--- config.mk ---
export PLATFORM = sky130hd
export DESIGN_NAME = wb_openram_arbiter_flat
export DESIGN_NICKNAME = d
export VERILOG_FILES = /design/src/rtl/wb_openram_arbiter_pkg.sv /design/src/rtl/wb_openram_arbiter_if.sv /design/src/rtl/wb_openram_arbiter_rr.sv /design/src/rtl/wb_openram_arbiter.sv /design/src/flat_wrapper.sv
export SDC_FILE = /design/constraint.sdc
export NUM_CORES = 1
export LEC_CHECK = 0
export ABC_CLOCK_PERIOD_IN_PS = 1850
export CORE_MARGIN = 2
export CORE_UTILIZATION = 36
export DETAILED_ROUTE_END_ITERATION = 7
export PLACE_DENSITY = 0.86
export SLEW_MARGIN = 40
export SYNTH_ARGS = -nofsm -noshare
export SYNTH_HDL_FRONTEND = slang
export SYNTH_SLANG_ARGS = --single-unit
--- constraint.sdc ---
create_clock -name wb_clk_i -period 1.85 [get_ports wb_clk_i]
set_input_delay 0.2775 -clock wb_clk_i [delete_from_list [all_inputs] [get_ports wb_clk_i]]
set_output_delay 0.2775 -clock wb_clk_i [all_outputs]
set_load 0.02 [all_outputs]
--- src/rtl/wb_openram_arbiter_pkg.sv ---
// wb_oram_pkg: shared types and constants for the OpenRAM Wishbone arbiter.
//   state_t        - controller states (IDLE, MEM, RD, ACK, ERR)
//   PORT_A/PORT_B  - port identifiers used for grant and write ownership
//   ACCESS_LATENCY - cycles from request seen to ack
//   port_onehot()  - port id to one-hot grant vector
package wb_oram_pkg;

    typedef enum logic [2:0] {
        IDLE = 3'd0,
        MEM  = 3'd1,
        RD   = 3'd2,
        ACK  = 3'd3,
        ERR  = 3'd4
    } state_t;

    localparam logic PORT_A = 1'b0;
    localparam logic PORT_B = 1'b1;

    localparam int ACCESS_LATENCY = 3;

    function automatic logic [1:0] port_onehot(input logic port);
        return (port == PORT_B) ? 2'b10 : 2'b01;
    endfunction

endpackage

--- src/rtl/wb_openram_arbiter_if.sv ---
// wb_openram_arbiter_if: one classic (non-pipelined) Wishbone slave port.
//   master -> slave : stb, cyc, we, sel, adr (byte address), wdat
//   slave -> master : ack, err, rdat
// Handshake: a request is valid while stb & cyc are both high; it is
// accepted and completed by exactly one cycle of ack (or err). The master
// holds all request fields stable until that cycle and drops stb after it.
// Dropping cyc before ack abandons the request; no ack is then returned.
interface wb_openram_arbiter_if #(
    parameter int ADDR_WIDTH = 8,
    parameter int DATA_WIDTH = 32,
    parameter int SEL_WIDTH  = DATA_WIDTH / 8
);
    logic                  stb;
    logic                  cyc;
    logic                  we;
    logic [SEL_WIDTH-1:0]  sel;
    logic [ADDR_WIDTH+1:0] adr;
    logic [DATA_WIDTH-1:0] wdat;
    logic                  ack;
    logic                  err;
    logic [DATA_WIDTH-1:0] rdat;

    modport master (output stb, cyc, we, sel, adr, wdat, input ack, err, rdat);
    modport slave  (input stb, cyc, we, sel, adr, wdat, output ack, err, rdat);
endinterface

--- src/rtl/wb_openram_arbiter_rr.sv ---
// rr_arbiter_2: two-requester round-robin arbiter.
//   clk, rst_n   - clock, asynchronous active-low reset
//   req_a, req_b - requests
//   en           - arbitration allowed this cycle; grant is 00 otherwise
//   grant        - one-hot winner, combinational ({B, A})
//   last_grant   - port that won the most recent enabled arbitration
// After reset last_grant is B, so A wins the first tie.
module rr_arbiter_2
    import wb_oram_pkg::*;
(
    input  logic       clk,
    input  logic       rst_n,
    input  logic       req_a,
    input  logic       req_b,
    input  logic       en,
    output logic [1:0] grant,
    output logic       last_grant
);

    always_comb begin
        grant = 2'b00;
        if (en) begin
            if (req_a && req_b) begin
                // Tie goes to whichever port did not win last time.
                grant = (last_grant == PORT_B) ? 2'b01 : 2'b10;
            end else if (req_a) begin
                grant = 2'b01;
            end else if (req_b) begin
                grant = 2'b10;
            end
        end
    end

    always_ff @(posedge clk or negedge rst_n) begin
        if (!rst_n) begin
            last_grant <= PORT_B;
        end else if (grant != 2'b00) begin
            last_grant <= grant[1];
        end
    end

endmodule

--- src/rtl/wb_openram_arbiter.sv ---
// wb_openram_arbiter: shares port 0 (rw) of the OpenRAM 32x256 macro between
// two Wishbone slave ports (A: caravel bridge, B: user rambus).
//   wb_clk_i, wb_rst_n_i - clock, asynchronous active-low reset
//   wr_owner_i           - port allowed to write (0=A, 1=B), sampled at grant
//   wbs_a, wbs_b         - Wishbone slave ports
//   ram_*0               - OpenRAM port 0 (active-low csb/web)
//   grant_o              - one-hot current owner, 00 when idle
//   state_o              - controller state
// Sequence: grant in IDLE (cycle 0), MEM drives the SRAM (cycle 1), RD
// captures read data (cycle 2), ACK terminates (cycle 3). A write from the
// non-owner goes to ERR instead and never touches the SRAM.
module wb_openram_arbiter
    import wb_oram_pkg::*;
#(
    parameter int ADDR_WIDTH = 8,
    parameter int DATA_WIDTH = 32,
    parameter int SEL_WIDTH  = DATA_WIDTH / 8
) (
    input  logic                    wb_clk_i,
    input  logic                    wb_rst_n_i,
    input  logic                    wr_owner_i,
    wb_openram_arbiter_if.slave     wbs_a,
    wb_openram_arbiter_if.slave     wbs_b,
    output logic                    ram_clk0,
    output logic                    ram_csb0,
    output logic                    ram_web0,
    output logic [SEL_WIDTH-1:0]    ram_wmask0,
    output logic [ADDR_WIDTH-1:0]   ram_addr0,
    output logic [DATA_WIDTH-1:0]   ram_din0,
    input  logic [DATA_WIDTH-1:0]   ram_dout0,
    output logic [1:0]              grant_o,
    output state_t                  state_o
);

    state_t                state, state_nxt;
    logic [1:0]            arb_grant;
    logic                  last_grant;
    logic                  win;
    logic                  win_we;
    logic                  req_port;
    logic                  req_we;
    logic [SEL_WIDTH-1:0]  req_sel;
    logic [ADDR_WIDTH-1:0] req_addr;
    logic [DATA_WIDTH-1:0] req_dat;
    logic [DATA_WIDTH-1:0] dat_a_q, dat_b_q;
    logic [1:0]            grant_q;
    logic                  unused_adr_lsb;

    // Word addressing: byte-lane bits of the Wishbone address are dropped.
    assign unused_adr_lsb = ^{wbs_a.adr[1:0], wbs_b.adr[1:0], last_grant};

    rr_arbiter_2 u_arb (
        .clk        (wb_clk_i),
        .rst_n      (wb_rst_n_i),
        .req_a      (wbs_a.stb && wbs_a.cyc),
        .req_b      (wbs_b.stb && wbs_b.cyc),
        .en         (state == IDLE),
        .grant      (arb_grant),
        .last_grant (last_grant)
    );

    assign win    = arb_grant[1];
    assign win_we = win ? wbs_b.we : wbs_a.we;

    always_ff @(posedge wb_clk_i or negedge wb_rst_n_i) begin
        if (!wb_rst_n_i) begin
            state <= IDLE;
        end else begin
            state <= state_nxt;
        end
    end

    always_comb begin
        state_nxt = state;
        case (state)
            IDLE: begin
                if (arb_grant != 2'b00) begin
                    state_nxt = (win_we && (win != wr_owner_i)) ? ERR : MEM;
                end
            end
            MEM:     state_nxt = RD;
            RD:      state_nxt = ACK;
            ACK:     state_nxt = IDLE;
            ERR:     state_nxt = IDLE;
            default: state_nxt = IDLE;
        endcase
    end

    always_ff @(posedge wb_clk_i or negedge wb_rst_n_i) begin
        if (!wb_rst_n_i) begin
            req_port <= PORT_A;
            req_we   <= 1'b0;
            req_sel  <= '0;
            req_addr <= '0;
            req_dat  <= '0;
            grant_q  <= 2'b00;
            dat_a_q  <= '0;
            dat_b_q  <= '0;
        end else begin
            if (state == IDLE && arb_grant != 2'b00) begin
                req_port <= win;
                req_we   <= win_we;
                req_sel  <= win ? wbs_b.sel : wbs_a.sel;
                req_addr <= win ? wbs_b.adr[ADDR_WIDTH+1:2] : wbs_a.adr[ADDR_WIDTH+1:2];
                req_dat  <= win ? wbs_b.wdat : wbs_a.wdat;
                grant_q  <= port_onehot(win);
            end else if (state == ACK || state == ERR) begin
                grant_q <= 2'b00;
            end
            // SRAM output is valid during RD, one cycle after the MEM edge.
            if (state == RD && !req_we) begin
                if (req_port == PORT_A) begin
                    dat_a_q <= ram_dout0;
                end else begin
                    dat_b_q <= ram_dout0;
                end
            end
        end
    end

    assign ram_clk0   = wb_clk_i;
    assign ram_csb0   = (state != MEM);
    assign ram_web0   = !((state == MEM) && req_we);
    assign ram_wmask0 = ((state == MEM) && req_we) ? req_sel : '0;
    assign ram_addr0  = req_addr;
    assign ram_din0   = req_dat;

    // Ack is withheld when the master has abandoned the cycle.
    assign wbs_a.ack  = (state == ACK) && (req_port == PORT_A) && wbs_a.cyc;
    assign wbs_b.ack  = (state == ACK) && (req_port == PORT_B) && wbs_b.cyc;
    assign wbs_a.err  = (state == ERR) && (req_port == PORT_A);
    assign wbs_b.err  = (state == ERR) && (req_port == PORT_B);
    assign wbs_a.rdat = dat_a_q;
    assign wbs_b.rdat = dat_b_q;

    assign grant_o = grant_q;
    assign state_o = state;

endmodule
--- src/flat_wrapper.sv ---
// flat-port wrapper written by rule: the top's interface ports become plain ports
module wb_openram_arbiter_flat import wb_oram_pkg::*;
#(
    parameter int ADDR_WIDTH = 8,
    parameter int DATA_WIDTH = 32,
    parameter int SEL_WIDTH  = DATA_WIDTH / 8
)
  (wb_clk_i, wb_rst_n_i, wr_owner_i, ram_clk0, ram_csb0, ram_web0, ram_wmask0, ram_addr0, ram_din0, ram_dout0, grant_o, state_o, wbs_a_stb, wbs_a_cyc, wbs_a_we, wbs_a_sel, wbs_a_adr, wbs_a_wdat, wbs_a_ack, wbs_a_err, wbs_a_rdat, wbs_b_stb, wbs_b_cyc, wbs_b_we, wbs_b_sel, wbs_b_adr, wbs_b_wdat, wbs_b_ack, wbs_b_err, wbs_b_rdat);
  wb_openram_arbiter_if #(.ADDR_WIDTH(ADDR_WIDTH), .DATA_WIDTH(DATA_WIDTH), .SEL_WIDTH(SEL_WIDTH)) wbs_a_i ();
  wb_openram_arbiter_if #(.ADDR_WIDTH(ADDR_WIDTH), .DATA_WIDTH(DATA_WIDTH), .SEL_WIDTH(SEL_WIDTH)) wbs_b_i ();
  input  logic wb_clk_i;
  input  logic wb_rst_n_i;
  input  logic wr_owner_i;
  output logic ram_clk0;
  output logic ram_csb0;
  output logic ram_web0;
  output logic [SEL_WIDTH-1:0] ram_wmask0;
  output logic [ADDR_WIDTH-1:0] ram_addr0;
  output logic [DATA_WIDTH-1:0] ram_din0;
  input  logic [DATA_WIDTH-1:0] ram_dout0;
  output logic [1:0] grant_o;
  output state_t state_o;
  input wire logic [$bits(wbs_a_i.stb)-1:0] wbs_a_stb;
  input wire logic [$bits(wbs_a_i.cyc)-1:0] wbs_a_cyc;
  input wire logic [$bits(wbs_a_i.we)-1:0] wbs_a_we;
  input wire logic [$bits(wbs_a_i.sel)-1:0] wbs_a_sel;
  input wire logic [$bits(wbs_a_i.adr)-1:0] wbs_a_adr;
  input wire logic [$bits(wbs_a_i.wdat)-1:0] wbs_a_wdat;
  output wire logic [$bits(wbs_a_i.ack)-1:0] wbs_a_ack;
  output wire logic [$bits(wbs_a_i.err)-1:0] wbs_a_err;
  output wire logic [$bits(wbs_a_i.rdat)-1:0] wbs_a_rdat;
  input wire logic [$bits(wbs_b_i.stb)-1:0] wbs_b_stb;
  input wire logic [$bits(wbs_b_i.cyc)-1:0] wbs_b_cyc;
  input wire logic [$bits(wbs_b_i.we)-1:0] wbs_b_we;
  input wire logic [$bits(wbs_b_i.sel)-1:0] wbs_b_sel;
  input wire logic [$bits(wbs_b_i.adr)-1:0] wbs_b_adr;
  input wire logic [$bits(wbs_b_i.wdat)-1:0] wbs_b_wdat;
  output wire logic [$bits(wbs_b_i.ack)-1:0] wbs_b_ack;
  output wire logic [$bits(wbs_b_i.err)-1:0] wbs_b_err;
  output wire logic [$bits(wbs_b_i.rdat)-1:0] wbs_b_rdat;
  assign wbs_a_i.stb = wbs_a_stb;
  assign wbs_a_i.cyc = wbs_a_cyc;
  assign wbs_a_i.we = wbs_a_we;
  assign wbs_a_i.sel = wbs_a_sel;
  assign wbs_a_i.adr = wbs_a_adr;
  assign wbs_a_i.wdat = wbs_a_wdat;
  assign wbs_a_ack = wbs_a_i.ack;
  assign wbs_a_err = wbs_a_i.err;
  assign wbs_a_rdat = wbs_a_i.rdat;
  assign wbs_b_i.stb = wbs_b_stb;
  assign wbs_b_i.cyc = wbs_b_cyc;
  assign wbs_b_i.we = wbs_b_we;
  assign wbs_b_i.sel = wbs_b_sel;
  assign wbs_b_i.adr = wbs_b_adr;
  assign wbs_b_i.wdat = wbs_b_wdat;
  assign wbs_b_ack = wbs_b_i.ack;
  assign wbs_b_err = wbs_b_i.err;
  assign wbs_b_rdat = wbs_b_i.rdat;
  wb_openram_arbiter #(.ADDR_WIDTH(ADDR_WIDTH), .DATA_WIDTH(DATA_WIDTH), .SEL_WIDTH(SEL_WIDTH)) u_core (.wb_clk_i(wb_clk_i), .wb_rst_n_i(wb_rst_n_i), .wr_owner_i(wr_owner_i), .wbs_a(wbs_a_i), .wbs_b(wbs_b_i), .ram_clk0(ram_clk0), .ram_csb0(ram_csb0), .ram_web0(ram_web0), .ram_wmask0(ram_wmask0), .ram_addr0(ram_addr0), .ram_din0(ram_din0), .ram_dout0(ram_dout0), .grant_o(grant_o), .state_o(state_o));
endmodule
Yosys cells after proc, flatten, opt, wreduce, memory -nomap -nowiden
Cells that the tools add are included.
- register bits: 116
- input port bits: 133
- output and inout bits: 120
- equal/unequal tests: 7
- multiplexer cells: 16
- bitwise gates (word level): 1
- reduce and logical (&&, ||, !) cells: 21
- operator list (cell ; count):
    $mux 32 ; 1
    $mux 2 ; 8
    $logic_and 1x1->1 ; 13
    $pmux 3 s3 ; 1
    $mux 4 ; 2
    $mux 8 ; 1
    $eq 3x2->1 const B ; 2
    $mux 3 ; 2
    $reduce_and 2->1 ; 2
    $reduce_bool 2->1 ; 2
    $eq 3x1->1 const B ; 1
    $eq 3x3->1 const B ; 1
    $logic_not 3->1 ; 1
    $ne 3x1->1 const B ; 1
    $logic_not 1->1 ; 2
    $ne 2x1->1 const B ; 1
    $logic_or 1x1->1 ; 1
    $mux 1 ; 1
    $ne 1x1->1 ; 1
    $not 1->1 ; 1

Logic depth before layout (Yosys ltp)
Gate-level depths: netlist of the first run.
- depth after elaboration: 10
- mapped depth: 6
- depth with buffers taken out: 3

Modules after synthesis
From an unflattened synthesis of the first run, not the netlist that was laid out.
- cells, all modules: 351
- area total of the unflattened synthesis: 4887.2 um2
- by module, submodules not included (module ; times used ; cells each ; area each (um2) ; sequential area each (um2)):
    wb_openram_arbiter ; 1 ; 343 ; 4824.6 ; 2877.8
    rr_arbiter_2 ; 1 ; 8 ; 62.6 ; 26.3

==> summary by stage, run 1 <==
Yosys
The commonest cells after synthesis are sky130_fd_sc_hd__dfrtp_1 (115), sky130_fd_sc_hd__a21boi_0 (44), sky130_fd_sc_hd__a221o_1 (44). A synthesized cell averages 14.5 um^2. In this run the cell area of the synthesized design comes to between 4000 and 5000 um^2.

The count of flip-flops with a built-in enable after synthesis is 0. Counting every net in the synthesized netlist gives 477. Yosys attributes the largest share of cell area to sky130_fd_sc_hd__dfrtp_1 (58%), sky130_fd_sc_hd__mux2_4 (9.0%), sky130_fd_sc_hd__a221o_1 (8.8%), sky130_fd_sc_hd__mux2_2 (7.2%), sky130_fd_sc_hd__a21boi_0 (6.6%). The cell taking the most area after synthesis is sky130_fd_sc_hd__dfrtp_1.

Counting flops with an async set or reset pin after synthesis yields a share of 1.00. In the post-synthesis netlist, the cell with the most instances is sky130_fd_sc_hd__dfrtp_1. The predominant post-synthesis flop cell is sky130_fd_sc_hd__dfrtp_1. Yosys printed 0 warnings. The share of the synthesized area in the top cell type is 0.577. Synthesis instantiated 36 different standard cells from the library. The sequential element share of the synthesized area is 0.583. The number of instances in the synthesized netlist is between 300 and 400. The synthesized design contains 116 register bits.

Routing
The detailed router finished its first iteration with between 200 and 250 violations. The first detailed-routing pass took 5 iterations. The mean routed wirelength per cell is approximately 22 um. The count of nets left with antenna violations once routing finished came out at 0. Dividing the detail-routed via count by the number of cells gives 5.26. For this block, the routed nets add up to 18.1 mm of wire. Detailed routing inserted a total of 4,358 vias. The remaining design rule violation count is 0.

Clock network
The clock reaches the later pin of the worst-skew pair after between 0.5 and 0.6 ns. The TritonCTS clock tree is built. After clock tree synthesis, the clock-pin slew on the worst setup and hold paths is 0.05 ns.

STA
The worst clock skew is 0.00570 ns. Hold timing on the final database bottoms out at a slack of 0.233 ns. Setup repair after global routing could not meet its margin everywhere.

The hold violation count in the final report came to 0. The minimum setup slack in the final design is -0.155 ns. Derived from the worst setup path, the maximum achievable clock frequency is 499 MHz. The slew at the pin closest to its max-slew limit is 0.373 ns. Dividing the final minimum period by the clock period gives 1.08.

The worst pin sits at a relative slew slack of 0.752. The count of pins over their slew limit is 0. Counting I/O delays and the setup requirement, the final critical path takes 2.01 ns. Setup violations remaining at the end of the flow were counted as 88.

Finish
The final-stage net count is 774. The final cell area excluding filler cells is 9040 um^2. After filler insertion, the fill cell instance count of the layout stands at just over 900.

In the final layout, the share of cells above drive strength 1 is 0.288. From synthesis to final layout, the design area changed by 81.4%. The total inserted antenna cells is 0.

Placed design
The HPWL after detailed placement is 11.1 mm. The instance area at placement is 7830 um^2. The placer congestion estimate is 0.803. The number of buffers inserted by port buffering is 248.

Worst setup path
The type of origin of the critical path is a flop. The type of destination of the critical path is an output port. Data arrives at the worst endpoint at 1.73 ns.

For the worst setup path, the data required time is 1.57 ns. The worst setup path is of the flop to output port kind. Along the worst path, the maximum fanout reaches 4.

Global route
The first global-routing pass estimated 25.3 mm of wire. The total congestion overflow is 0. In the global route stage, overall resource usage came out at 0.227. The number of global-route vias before repair is ~4,500. The number of antenna violations at the first check in global routing came to 0. Entering global routing, the biggest net connects 72 pins.

Flow run
The number of max-capacitance violations reported is 0.

Die
The floorplan step defined a core boundary enclosing roughly 13,000 um^2. The die span in x is ~120 um. For this configuration, the core starts out at a cell density of 0.372. The die is 122 um tall. After floorplanning, the core was divided into 42 placement rows. The number of primary I/O pins is 253. The die covers 14,800 um^2.

Pwr
The design draws 17.1 mW. Dividing total power by cell area gives a power density of 1900 nW/um^2. The worst IR drop on VDD is 785 uV. Summed over all cells, the static leakage comes to 4.00 nW.

Outcome
The run finished, with violations left. The final reports fail on setup timing.

Min path
The classification of the worst-slack hold path is input port to async pin.
kinds of logic (layout without fill, tap and decap cells):
group           Yosys count  after routing  synth area share
buf+inv                  31            340            0.0329
simple gates             31             31            0.0417
xor+xnor                  1              1           0.00176
flops                   116            116             0.583
mux                      64             64             0.167
compound gates          101            101             0.174
layer usage:
layer | wire length, um | vias up | global-route usage
met5 | 0 | - | 0
met4 | 322 | 0 | 0.0682
met3 | 1540 | 28 | 0.0810
met2 | 9120 | 246 | 0.381
met1 | 7160 | 2169 | 0.277
li1 | - | 1915 | -
registers in the layout (all words and copies together) (netlist names):
register and flops:
u_core.req_we 1, u_core.wbs_b.rdat 32, u_core.grant_o 2, u_core.u_arb.last_grant 1, u_core.ram_addr0 8, u_core.state_o 3, u_core.req_sel 4, u_core.ram_din0 32
u_core.wbs_a.rdat 32, u_core.req_port 1
per-stage QoR:
step | instances | setup TNS [ns] | setup slack (ns) | utilization
final | 829 | -4.47 | -0.155 | 0.675
after global routing | 829 | -8.31 | -0.218 | 0.675
after CTS | 809 | -0.951 | -0.162 | 0.647
after detailed placement | 764 | -4.47 | -0.0896 | 0.584
after global placement | 764 | -1.23 | -0.0780 | 0.584
after floorplan | 344 | 0 | 0.0130 | -
path summary, 6_finish.rpt:
check	from	endpoint	slack, ns	depth (start not counted)
max	u_core.state_o[0]$_DFFE_PN0P_	wbs_a_ack	-0.16	5
min	wb_rst_n_i	u_core.wbs_a.rdat[30]$_DFFE_PN0P_	0.23	2
max reg2reg	u_core.state_o[1]$_DFFE_PN0P_	u_core.ram_din0[1]$_DFFE_PN0P_	-0.09	8
min reg2reg	u_core.grant_o[0]$_DFFE_PN0P_	u_core.grant_o[0]$_DFFE_PN0P_	0.47	1
max in group asynchronous	wb_rst_n_i	u_core.grant_o[0]$_DFFE_PN0P_	0.93	3
min in group wb_clk_i	wbs_b_wdat[23]	u_core.ram_din0[23]$_DFFE_PN0P_	0.37	2
critical path, stage by stage, from the launching register on:
cell and delay [ns]:
sky130_fd_sc_hd__dfrtp_2 0.44, sky130_fd_sc_hd__buf_6 0.13, sky130_fd_sc_hd__and3b_2 0.22, sky130_fd_sc_hd__buf_6 0.11, sky130_fd_sc_hd__and3b_1 0.17, sky130_fd_sc_hd__buf_6 0.13
power by group:
| group | switching, mW | internal, mW | total, mW |
|---|---|---|---|
| Clock | 1.22 | 2.51 | 3.73 |
| Combinational | 3.88 | 4.91 | 8.78 |
| Sequential | 0.820 | 3.81 | 4.63 |
what timing repair did:
item / 4_1_cts / 5_1_grt
endpoints found under the setup margin: 47 / 59
resized for setup: 77 / 67
pin swaps: 3 / 7
cloned: 1 / 9
hold buffers: 1 / 0
hold endpoints to repair: 27 / 0
buffers inserted: 9 / 12
cell usage in the layout (no fill, tap or decap), drive strengths merged, types with 5 or more instances in the layout:
| cell | count |
|---|---|
| mux2 | 64 |
| a221o | 44 |
| dlygate4sd2 | 5 |
| dfrtp | 115 |
| clkdlybuf4s50 | 229 |
| a21boi | 44 |
| clkinv | 6 |
| and2 | 5 |
| clkbuf | 32 |
| buf | 60 |
final cells by class:
| class | instances | area [um^2] | area share |
|---|---|---|---|
| clock buffer | 26 | 558 | 0.0617 |
| clock inverter | 9 | 128 | 0.0141 |
| inverter | 1 | 3.75 | 0.000415 |
| multi-input combinational | 197 | 2010 | 0.223 |
| sequential | 116 | 2910 | 0.322 |
| tap | 176 | 220 | 0.0244 |
| timing repair buffer | 304 | 3210 | 0.355 |
(Power assumes the default switching activity.)
==> run 2: changes to the inputs <==
ABC_AREA = 0   (was default)
==> results of run 2 <==
No change in the layout: final DEF, timing and power equal those of run 1.
